**config.mk**
```make
export PLATFORM = sky130hd
export DESIGN_NAME = maze_player_ctrl
export DESIGN_NICKNAME = d
export VERILOG_FILES = /design/src/rtl/maze_player_ctrl.sv
export SDC_FILE = /design/constraint.sdc
export NUM_CORES = 1
export LEC_CHECK = 0
export ABC_AREA = 1
export BUFFER_PORTS_ARGS = -buffer_cell sky130_fd_sc_hd__buf_2
export CORE_AREA = 2 2 90 92
export CTS_CLUSTER_DIAMETER = 50
export CTS_CLUSTER_SIZE = 28
export DETAILED_ROUTE_END_ITERATION = 7
export DIE_AREA = 0 0 92 94
export GPL_TIMING_DRIVEN = 0
export PLACE_DENSITY = 0.76
export SYNTH_ARGS = -nofsm -noshare
export SYNTH_HDL_FRONTEND = slang
export SYNTH_SLANG_ARGS = --single-unit
```
**constraint.sdc**
```tcl
create_clock -name Clk -period 3 [get_ports Clk]
set_input_delay 0.6 -clock Clk [delete_from_list [all_inputs] [get_ports Clk]]
set_output_delay 0.6 -clock Clk [all_outputs]
set_load 0.05 [all_outputs]
```
**src/rtl/maze_player_ctrl.sv**
```systemverilog
`default_nettype none
// ============================================================================
//  Module   : maze_player_ctrl
//  Purpose  : Player-movement stage feeding the VGA maze renderer. Takes
//             single-cycle debounced button pulses, checks each requested
//             move against the wall map (one row per read from a synchronous
//             map ROM) and maintains the player's cell position, its pixel
//             origin, a saturating move counter and a win pulse.
//  Revision : 1.0 - initial release
// ----------------------------------------------------------------------------
//  Ports
//    Clk         in   1     system clock
//    Reset       in   1     asynchronous, active-low reset
//    BtnU/D/L/R  in   1     one-cycle move pulses (up=y-1, down=y+1,
//                           left=x-1, right=x+1)
//    BtnC        in   1     one-cycle restart pulse
//    map_addr    out  5     row address presented to the map ROM
//    map_data    in   COLS  map ROM row, bit x=1 -> column x is a wall
//    player_x    out  5     current column
//    player_y    out  5     current row
//    player_px   out  10    player_x * CELL_W
//    player_py   out  10    player_y * CELL_H
//    move_count  out  16    accepted moves, saturating at 16'hFFFF
//    busy        out  1     high while a wall lookup is in flight
//    blocked     out  1     one-cycle pulse on a rejected move
//    win         out  1     one-cycle pulse on reaching the goal cell
// ============================================================================
module maze_player_ctrl #(
  parameter int COLS    = 30,
  parameter int ROWS    = 20,
  parameter int START_X = 1,
  parameter int START_Y = 1,
  parameter int GOAL_X  = 28,
  parameter int GOAL_Y  = 18,
  parameter int CELL_W  = 20,
  parameter int CELL_H  = 24
) (
  input  logic            Clk,
  input  logic            Reset,
  input  logic            BtnU,
  input  logic            BtnD,
  input  logic            BtnL,
  input  logic            BtnR,
  input  logic            BtnC,
  output logic [4:0]      map_addr,
  input  logic [COLS-1:0] map_data,
  output logic [4:0]      player_x,
  output logic [4:0]      player_y,
  output logic [9:0]      player_px,
  output logic [9:0]      player_py,
  output logic [15:0]     move_count,
  output logic            busy,
  output logic            blocked,
  output logic            win
);

  // --------------------------------------------------------------------------
  // State encoding
  // --------------------------------------------------------------------------
  localparam logic [1:0] IDLE = 2'd0;  // waiting for a button
  localparam logic [1:0] RD   = 2'd1;  // target row address presented to ROM
  localparam logic [1:0] CHK  = 2'd2;  // ROM row valid, decide the move
  localparam logic [1:0] DONE = 2'd3;  // goal reached, only restart accepted

  // --------------------------------------------------------------------------
  // Fixed-width views of the geometry parameters
  // --------------------------------------------------------------------------
  localparam logic [4:0]  START_COL = 5'(START_X);
  localparam logic [4:0]  START_ROW = 5'(START_Y);
  localparam logic [4:0]  GOAL_COL  = 5'(GOAL_X);
  localparam logic [4:0]  GOAL_ROW  = 5'(GOAL_Y);
  localparam logic [4:0]  COL_MAX   = 5'(COLS - 1);
  localparam logic [4:0]  ROW_MAX   = 5'(ROWS - 1);
  localparam logic [9:0]  CELL_W_PX = 10'(CELL_W);
  localparam logic [9:0]  CELL_H_PX = 10'(CELL_H);
  localparam logic [9:0]  START_PX  = 10'(START_X * CELL_W);
  localparam logic [9:0]  START_PY  = 10'(START_Y * CELL_H);
  localparam logic [15:0] COUNT_MAX = 16'hFFFF;

  // --------------------------------------------------------------------------
  // Registered state
  // --------------------------------------------------------------------------
  logic [1:0] state;
  logic [4:0] tgt_x;
  logic [4:0] tgt_y;

  // --------------------------------------------------------------------------
  // Request decode (only acted on in IDLE)
  // The priority chain U > D > L > R guarantees a single request is taken
  // when several pulses coincide; BtnC is handled ahead of all of them in the
  // sequential block. A request that would leave the grid is flagged as an
  // edge hit so it can be rejected without spending a ROM read.
  // --------------------------------------------------------------------------
  logic       req_move;
  logic       req_edge;
  logic [4:0] req_x;
  logic [4:0] req_y;

  always_comb begin
    req_move = 1'b0;
    req_edge = 1'b0;
    req_x    = player_x;
    req_y    = player_y;
    if (BtnU) begin
      if (player_y == 5'd0) begin
        req_edge = 1'b1;
      end else begin
        req_move = 1'b1;
        req_y    = player_y - 5'd1;
      end
    end else if (BtnD) begin
      if (player_y == ROW_MAX) begin
        req_edge = 1'b1;
      end else begin
        req_move = 1'b1;
        req_y    = player_y + 5'd1;
      end
    end else if (BtnL) begin
      if (player_x == 5'd0) begin
        req_edge = 1'b1;
      end else begin
        req_move = 1'b1;
        req_x    = player_x - 5'd1;
      end
    end else if (BtnR) begin
      if (player_x == COL_MAX) begin
        req_edge = 1'b1;
      end else begin
        req_move = 1'b1;
        req_x    = player_x + 5'd1;
      end
    end
  end

  // --------------------------------------------------------------------------
  // Lookup result
  // --------------------------------------------------------------------------
  logic lookup;
  logic wall_hit;
  logic at_goal;

  assign lookup   = (state == RD) || (state == CHK);
  assign wall_hit = map_data[tgt_x];
  assign at_goal  = (tgt_x == GOAL_COL) && (tgt_y == GOAL_ROW);

  // The ROM address follows the target row for the whole lookup so the row
  // registered at the end of RD stays the one being examined in CHK; outside
  // a lookup it tracks the player's own row.
  assign map_addr = lookup ? tgt_y : player_y;
  assign busy     = lookup;

  // --------------------------------------------------------------------------
  // Main sequencer
  // --------------------------------------------------------------------------
  always_ff @(posedge Clk or negedge Reset) begin
    if (!Reset) begin
      state      <= IDLE;
      tgt_x      <= START_COL;
      tgt_y      <= START_ROW;
      player_x   <= START_COL;
      player_y   <= START_ROW;
      player_px  <= START_PX;
      player_py  <= START_PY;
      move_count <= 16'd0;
      blocked    <= 1'b0;
      win        <= 1'b0;
    end else begin
      // Both status outputs are single-cycle pulses by default.
      blocked <= 1'b0;
      win     <= 1'b0;

      if (BtnC) begin
        // Restart wins from every state, including an in-flight lookup,
        // which is simply abandoned without any pulse.
        state      <= IDLE;
        player_x   <= START_COL;
        player_y   <= START_ROW;
        player_px  <= START_PX;
        player_py  <= START_PY;
        move_count <= 16'd0;
      end else begin
        case (state)
          IDLE: begin
            if (req_edge) begin
              blocked <= 1'b1;
            end else if (req_move) begin
              tgt_x <= req_x;
              tgt_y <= req_y;
              state <= RD;
            end
          end

          RD: begin
            // Buttons are deliberately ignored here; nothing is queued.
            state <= CHK;
          end

          CHK: begin
            if (wall_hit) begin
              blocked <= 1'b1;
              state   <= IDLE;
            end else begin
              player_x  <= tgt_x;
              player_y  <= tgt_y;
              // Pixel origins come from the registered target so they change
              // on the same edge as the cell coordinates.
              player_px <= {5'd0, tgt_x} * CELL_W_PX;
              player_py <= {5'd0, tgt_y} * CELL_H_PX;
              if (move_count != COUNT_MAX) begin
                move_count <= move_count + 16'd1;
              end
              if (at_goal) begin
                win   <= 1'b1;
                state <= DONE;
              end else begin
                state <= IDLE;
              end
            end
          end

          DONE: begin
            // Game over: hold everything until a restart.
            state <= DONE;
          end

          default: begin
            state <= IDLE;
          end
        endcase
      end
    end
  end

endmodule
`default_nettype wire

```
==> results of run 1 <==
registers in the layout (all words and copies together) (netlist names):
name        count
blocked         1
move_count     16
player_px       6
player_py       6
player_x        5
player_y        5
state           2
tgt_x           5
tgt_y           5
win             1
worst reg2reg max path, cell delays in order (launching register included):
cell and delay (ns):
dfstp_2 0.62, inv_1 0.11, ha_1 0.25, nand3_1 0.09, nand2_1 0.12, nand3_1 0.12
nand2_1 0.08, nand2_1 0.06, nand2_1 0.12, buf_2 0.22, nand2_1 0.07, o21ai_0 0.08
cell type report:
class,count,area [sq um],share of cell area (%)
Inverter,71,274,5.84
Clock inverter,2,38.8,0.826
Clock buffer,6,72.6,1.55
Sequential cell,52,1310,27.9
Multi-Input combinational cell,411,2250,47.9
Timing Repair Buffer,84,420,8.96
Buffer,27,205,4.37
Tap cell,102,128,2.72
per-stage QoR:
stage          cell area, sq um  std cells  hold WS, ns  power [mW]  util (%)
2_1_floorplan              4040        561        0.304        2.92         -
3_3_place_gp               4580        747        0.485        3.43      60.2
3_5_place_dp               4580        747        0.487        3.47      60.2
4_1_cts                    4690        755        0.503        3.98      61.7
5_1_grt                    4690        755        0.518        4.27      61.7
6_report                   4690        755        0.494        3.97      61.7
path summary, 6_finish.rpt:
| path | slack [ns] | to |
|---|---|---|
| max | 0.52 | map_addr[2] |
| min | 0.49 | player_x[4] |
| max reg2reg | 0.95 | tgt_y[2] |
| min reg2reg | 0.50 | player_py[4] |
| max in group asynchronous | 1.78 | player_py[6] |
| min in group Clk | 0.50 | player_py[4] |
kinds of logic (layout without fill, tap and decap cells):
family | Yosys count | in the layout
xor gates and xnor gates | 26 | 26
adders and majority gates | 25 | 25
AOI/OAI and AO/OA | 73 | 73
other | 1 | 5
buffers and inverters | 98 | 190
DFF | 52 | 52
and+or+nand+nor | 282 | 282
layer usage:
| layer | global-route usage (%) | up-vias | wire length (um) |
|---|---|---|---|
| met5 | 0 | - | 0 |
| met4 | 5.60 | 0 | 93 |
| met3 | 2.89 | 8 | 514 |
| met2 | 39.4 | 108 | 4650 |
| met1 | 33.9 | 1780 | 4740 |
| li1 | - | 1958 | - |
placed cells by master, fill, tap and decap left out, types with 2 or more instances in the layout:
cell type | netlist | routed
nand2_2 | 10 | 10
inv_1 | 70 | 70
buf_2 | 6 | 90
nand3_1 | 52 | 52
ha_1 | 23 | 23
nand4_1 | 11 | 11
dfrtp_1 | 46 | 46
o21ai_2 | 6 | 6
nor2_1 | 31 | 31
clkbuf_8 | 0 | 5
nand2_8 | 2 | 2
buf_6 | 3 | 3
conb_1 | 1 | 5
buf_12 | 2 | 2
a21oi_1 | 14 | 14
o21ai_1 | 17 | 17
nand2_1 | 157 | 157
fa_1 | 2 | 2
xor2_1 | 23 | 23
buf_4 | 11 | 11
dfstp_2 | 6 | 6
xnor2_1 | 3 | 3
o21ai_0 | 27 | 27
clkbuf_1 | 5 | 6
or2_2 | 12 | 12
nor3_1 | 5 | 5
report_power, final:
part,internal [mW],leakage (nW),switching (mW)
sequential,0.884,0.694,0.209
clock,0.252,0.0558,0.244
combinational,0.735,1.79,1.65
total,1.87,2.54,2.10
==> flow_summary.ini, run 1 <==
[outcome]
outcome = completed

[global_route]
gr-total-overflow = 0
track_usage_pct = 23.9
grt_pass1_wl_mm = 16.6
grt_pass1_vias = 3552
grt_max_degree = 53
grt_antenna_before_repair = 0

[final_layout]
final_nets = 714
area_growth_pct = 16.8
n_antenna_cell = 0
fillers = 742
drive_above_1_share_pct = 23.4

[sta]
fin_ws_ns = 0.520
setup_tns_ns = 0
rsz0062_at_grt = no
drv_slew = 0
worst_slew_pin_slew_ns = 1.15
period_share_pct = 82.7
hold_violations = 0
fmax_mhz = 403
finalCriticalPeriod_ns = 2.48
setup_viol_count_final = 0
skew_ns = 0.0128
slew_headroom_pct = 23.0

[floorplan]
dieArea_sq_um = 8650
core_sq_um = 7610
ioPinCount = 91
rows = 32
die_x_um = 92
fp.dieH_um = 94
start_util_pct = 52.8

[placed_design]
dp_hpwl_mm = 7.80
routabilityCongestion = 0.876
io_buffers = 84
dp_slack_ns = 0.875

[synth]
yosysMostFrequentCell = nand2_1
synth_area_sq_um = 4020
ys.flop_type = dfrtp_1
synth_top_area_share_pct = 28.6
async_flop_share_pct = 100
ys_warn_count = 0
synth_common_cells = nand2_1, inv_1, nand3_1, dfrtp_1, nor2_1
synth-seq-cells = 52
muxShareOfSynthArea_pct = 0
syn_avg_cell_area_sq_um = 7.22
synth_cell_type_count = 37
synth-compound-area-share_pct = 10.3
synth-xor-area-share_pct = 5.66
synthCells = 557
synth_top_family_by_area = simple AND/OR/NAND/NOR gates
ys_seq_area_share_pct = 32.6
synth_area_leaders = dfrtp_1, nand2_1, ha_1
synth_top_area_cell = dfrtp_1
synth_edf_count = 0
synthSimpleGateAreaFrac_pct = 31.3
synth_fa_ha_area_share_pct = 8.15

[flow_run]
max_cap_violations = 0

[critical_path]
reg2reg_depth = 11
crit_path_max_incr_delay_ns = 0.43
worst-path-stages = 6
cp_slowest_cell = dfrtp_1
worst_setup_path_start_kind = register
arrival_ns = 1.88
setup.worst_path.end_class = primary output
crit_type = reg -> out
cp.required_ns = 2.40
crit_path_start = state[1]
path_cells = inv_1 -> ha_1 -> clkbuf_1 -> nand2_1 -> o21ai_0 -> buf_2
crit_buf_inv = 3
rr_startpoint = player_x[0]
critPathMaxFanout = 10
path_delay_family = buffers and inverters

[route]
routed_wl_mm = 10.0
first_pass_iters = 5
ant_nets = 0
num_vias = 3854
drcViolationCount = 0
wl_per_cell_um = 13.2
via_per_inst = 5.10
drtIter0Drc = 193

[pwr]
vdd_drop_max_mv = 0.759
p_leak_nw = 2.54
power-per-cell-area_nw_per_um2 = 847

[worst_hold_path]
hold_path.class = in -> async

[cts]
cts_root_buf = clkbuf_8
postCtsHoldBufs = 0
cts.clk_slew.worst_paths_ns = 0.10
ctsHtreeMaxLevel = 2
cts_tree = yes
cts_buffer_depth = 2
ctsResizeCount = 0
cts_made_buffers = 5
clkSinkCount = 52
post_cts.repair.setup_buffers = 0
clk_latency_ns = 0.32
Power figures use the tool's default switching activity.
==> run 2: changes to the inputs <==
Clock period 3 ns to 2.3 ns, I/O delays scaled along.
==> run 2 against run 1 <==
  * Sequential share of layout area rose by 0.16 points
  * Worst setup slack lost 0.37 ns
  * Power grew 28%
  * Clock skew down 0.0051 ns
  * Clock power grew 7.8%
  * Non-clock buffer count fell by 1
  * Register-to-register slack worse by 0.70 ns
  * Worst hold slack got worse by 0.14 ns
  * Global-route usage shrank 0.13 points
  * Critical path type unchanged
  * Largest cell class unchanged
==> flow_summary.ini, run 2 (synthesized netlist as in run 1, its figures left out) <==
[sta]
rsz0062_at_grt = no
setup_viol_count_final = 0
period_share_pct = 93.6
slew_headroom_pct = 23.6
setup_tns_ns = 0
drv_slew = 0
worst_slew_pin_slew_ns = 1.15
whs_ns = 0.357
skew_ns = 0.00769
hold_violations = 0
fin_ws_ns = 0.147
fmax_mhz = 464
finalCriticalPeriod_ns = 2.15

[critical_path]
crit_type = reg -> out
worst_setup_path_start_kind = register
cp.required_ns = 1.84
critPathMaxFanout = 11
arrival_ns = 1.69
rrSetupSlack_ns = 0.25
setup.worst_path.end_class = primary output

[global_route]
gr-total-overflow = 0
grt_antenna_before_repair = 0
track_usage_pct = 23.8
grt_pass1_wl_mm = 16.5
grt_pass1_vias = 3464
grt_max_degree = 53

[final_layout]
final_nets = 713
layoutNonFillerInstCount = 754
stdcell_area_sq_um = 4670
mostFrequentLayoutCell = nand2_1
mostFrequentLayoutCells = nand2_1, buf_2, inv_1, nand3_1, dfrtp_1
largest-register = move_count
drive_above_1_share_pct = 23.6
reg_top3 = move_count x16, player_px x6, player_py x6
area_growth_pct = 16.1
largest_reg_flops = 16
n_antenna_cell = 0

[floorplan]
ioPinCount = 91
core_sq_um = 7610
rows = 32
fp.dieH_um = 94
die_x_um = 92
dieArea_sq_um = 8650
start_util_pct = 52.8

[placed_design]
dp_hpwl_mm = 7.70
dpl.cell_count = 747
dp_slack_ns = 0.265
io_buffers = 84
routabilityCongestion = 0.894
dpl_cell_area_sq_um = 4580

[cts]
cts_buffer_depth = 2
cts_root_buf = clkbuf_8
cts_made_buffers = 5
clkSinkCount = 52
cts.clk_slew.worst_paths_ns = 0.10
ctsHtreeMaxLevel = 2
clk_latency_ns = 0.31
cts_tree = yes

[pwr]
p_leak_nw = 2.53
power-per-cell-area_nw_per_um2 = 1090
vdd_drop_max_mv = 0.935

[route]
routed_wl_mm = 9.88
drcViolationCount = 0
num_vias = 3838
drtIter0Drc = 204
via_per_inst = 5.09
first_pass_iters = 5
wl_per_cell_um = 13.1
ant_nets = 0

[outcome]
outcome = completed

[worst_hold_path]
hold_path.class = in -> async

[flow_run]
max_cap_violations = 0
## run 2: cell count changes in the layout (fill, tap and decap cells not counted)
cell / change
ha_1: -1
clkbuf_1: -1
o21ai_1: +5
clkinv_2: +1
o21ai_0: -5
bufinv_16: -1
ha_2: +1
## run 2: layer usage
metal	global-route usage, %	up-vias	part of all wire, %
met4	5.47	0	1.0
li1	-	1953	-
met3	2.41	9	4.1
met1	34.4	1779	47
met5	0	-	0
met2	38.7	97	47
## run 2: area by class of cell
class                   instances  area [sq um]
plain buffers                  26           201
clock buffers                   6          72.6
clock inverters                 2          13.8
fillers                       716          2940
inverters                      71           274
multi-input cells             411          2250
flip-flops and latches         52          1310
well taps                     102           128
repair buffers                 84           420
## run 2: critical path, stage by stage, from the launching register on
cell and delay [ns]:
dfrtp_1 0.43, inv_1 0.08, ha_2 0.43, nand2_1 0.07, o21ai_1 0.09, buf_2 0.28
## run 2: per-stage QoR
stage | power [mW] | utilization, %
final | 5.07 | 61.4
after global placement | 4.48 | 60.2
after CTS | 5.07 | 61.3
after floorplan | 3.82 | -
after global routing | 5.46 | 61.4
after detailed placement | 4.53 | 60.2
## run 2: final timing paths
kind                         startpoint  depth (start not counted)            to
max                            state[1]                          5   map_addr[3]
min                               Reset                          1   player_x[4]
max reg2reg                 player_x[0]                         11      tgt_x[2]
min reg2reg                player_py[4]                          2  player_py[4]
max in group asynchronous         Reset                          1  player_px[8]
min in group Clk           player_py[4]                          2  player_py[4]
## run 2: repair_timing
action,4_1_cts,5_1_grt
cloned,0,0
setup endpoints to repair,5,2
resized for setup,0,1
hold buffers,0,0
buffers inserted,0,0
## run 2: power by group
part	leakage (nW)	switching, mW	internal [mW]	total (mW)
logic	1.79	2.15	0.968	3.12
clock network	0.0456	0.318	0.218	0.536
registers	0.694	0.267	1.15	1.42
total	2.53	2.73	2.34	5.07
==> run 3: changes to the inputs <==
Settings changed: CAP_MARGIN set to 20, CORE_AREA 2 2 90 92 to 2 2 119 121, DIE_AREA 0 0 92 94 to 0 0 121 123, PLACE_DENSITY 0.76 to 0.47.
==> run 3 against run 2 <==
  * Non-clock buffer count increased by 4
  * Worst hold slack worse by 0.19 ns
  * Count of clock-buffer cells in the layout did not move
  * Routed wire length up 12%
  * Design area grew 4.4%
  * Sequential power hardly changed
  * Worst setup slack got worse by 0.028 ns
  * Global-route usage shrank 8.2 points
  * Via count fell by 1.3%
  * Sequential share of layout area down 1.2 points
  * Clock skew about the same
==> flow_summary.ini, run 3 (synthesized netlist as in run 1, its figures left out) <==
[floorplan]
dieArea_sq_um = 14900
core_sq_um = 13600
rows = 43
start_util_pct = 29.5
ioPinCount = 91
fp.dieH_um = 123
die_x_um = 121

[pwr]
power-per-cell-area_nw_per_um2 = 1110
p_sw_share_pct = 52.1
p_comb_share_pct = 58.8
p_sw_mw = 2.81
p_seq_share_pct = 26.4
vdd_drop_max_mv = 0.688
clkPwrFrac_pct = 14.8
p_leak_nw = 2.59
p_total_mw = 5.39
internal-power_mw = 2.58

[sta]
worst_slew_pin_slew_ns = 0.641
period_share_pct = 94.8
rsz0062_at_grt = no
skew_ns = 0.00803
fmax_mhz = 459
slew_headroom_pct = 57.3
hold_violations = 0
drv_slew = 0
setup_tns_ns = 0
finalCriticalPeriod_ns = 2.18
setup_viol_count_final = 0

[placed_design]
io_buffers = 84
dpl_cell_area_sq_um = 4700
dp_hpwl_mm = 8.74
routabilityCongestion = 0.804

[route]
drtIter0Drc = 199
routed_wl_mm = 11.1
num_vias = 3790
ant_nets = 0
via_per_inst = 4.53
first_pass_iters = 4
drcViolationCount = 0
wl_per_cell_um = 13.3

[cts]
postCtsHoldBufs = 0
clkSinkCount = 52
ctsHtreeMaxLevel = 2
ctsResizeCount = 0
cts.clk_slew.worst_paths_ns = 0.07
cts_tree = yes
cts_root_buf = clkbuf_16
cts_made_buffers = 5
clk_latency_ns = 0.29
cts_buffer_depth = 2

[global_route]
gr-total-overflow = 0
grt_max_degree = 31
grt_pass1_vias = 3693
grt_antenna_before_repair = 0
track_usage_pct = 15.6
grt_pass1_wl_mm = 18.7

[worst_hold_path]
hold_path.class = in -> async

[final_layout]
fillers = 1506
n_antenna_cell = 0
largest-register = move_count
drive_above_1_share_pct = 24.1
largest_reg_flops = 16
fin_util_pct = 35.8
area_growth_pct = 21.2
reg_top3 = move_count x16, player_px x6, player_py x6
stdcell_area_sq_um = 4870
mostFrequentLayoutCells = nand2_1, buf_2, inv_1, nand3_1, dfrtp_1
mostFrequentLayoutCell = nand2_1
final_nets = 717

[flow_run]
max_cap_violations = 0

[critical_path]
worst_setup_path_start_kind = register
crit_type = reg -> out
critPathMaxFanout = 11
setup.worst_path.end_class = primary output
cp.required_ns = 1.84
arrival_ns = 1.72
rrSetupSlack_ns = 0.25

[outcome]
outcome = completed
[run 3: critical path: stages, from the launching register on]
cell and delay [ns]:
dfrtp_1 0.42, inv_1 0.08, ha_1 0.47, nand2_1 0.09
o21ai_1 0.09, buf_2 0.28
[run 3: through the flow]
step	worst slack [ns]	instances	hold WS [ns]
CTS	0.121	833	0.178
finish	0.119	836	0.164
global route	0.00277	836	0.195
floorplan	-0.0847	561	0.164
detailed placement	0.185	826	0.473
global placement	0.211	825	0.477
[run 3: power groups by stage]
stage / registers, mW / clock network (mW) / logic, mW
2_1_floorplan: 1.76 / 0 / 2.06
3_3_place_gp: 1.44 / 0 / 3.14
3_5_place_dp: 1.45 / 0 / 3.16
4_1_cts: 1.43 / 0.814 / 3.16
5_1_grt: 1.46 / 0.860 / 3.53
6_report: 1.42 / 0.799 / 3.17
[run 3: final timing paths]
kind	depth (start not counted)	to	start
min in group Clk	2	player_py[4]	player_py[4]
worst max-delay path	5	map_addr[0]	state[1]
max in group asynchronous	2	player_px[4]	Reset
worst max register to register	11	tgt_y[2]	player_x[1]
worst min-delay path	1	move_count[9]	Reset
worst min register to register	2	player_py[4]	player_py[4]
[run 3: final cells by class]
cell class	instances	area, sq um	share of cell area (%)
Buffer	26	201	4.13
Timing Repair Buffer	88	463	9.50
Clock inverter	2	13.8	0.282
Inverter	71	274	5.62
Clock buffer	6	139	2.85
Tap cell	180	225	4.62
Multi-Input combinational cell	411	2250	46.1
Sequential cell	52	1310	26.9
[run 3: per-layer routing]
metal	global-route usage, %	routed length [um]
met5	0	0
met4	2.25	61
met3	2.31	379
met2	24.5	4820
met1	23.1	5840
[run 3: what timing repair did]
action | in CTS | in global routing
pin swaps | 0 | 0
endpoints found under the setup margin | 4 | 1
setup buffers | 0 | 3
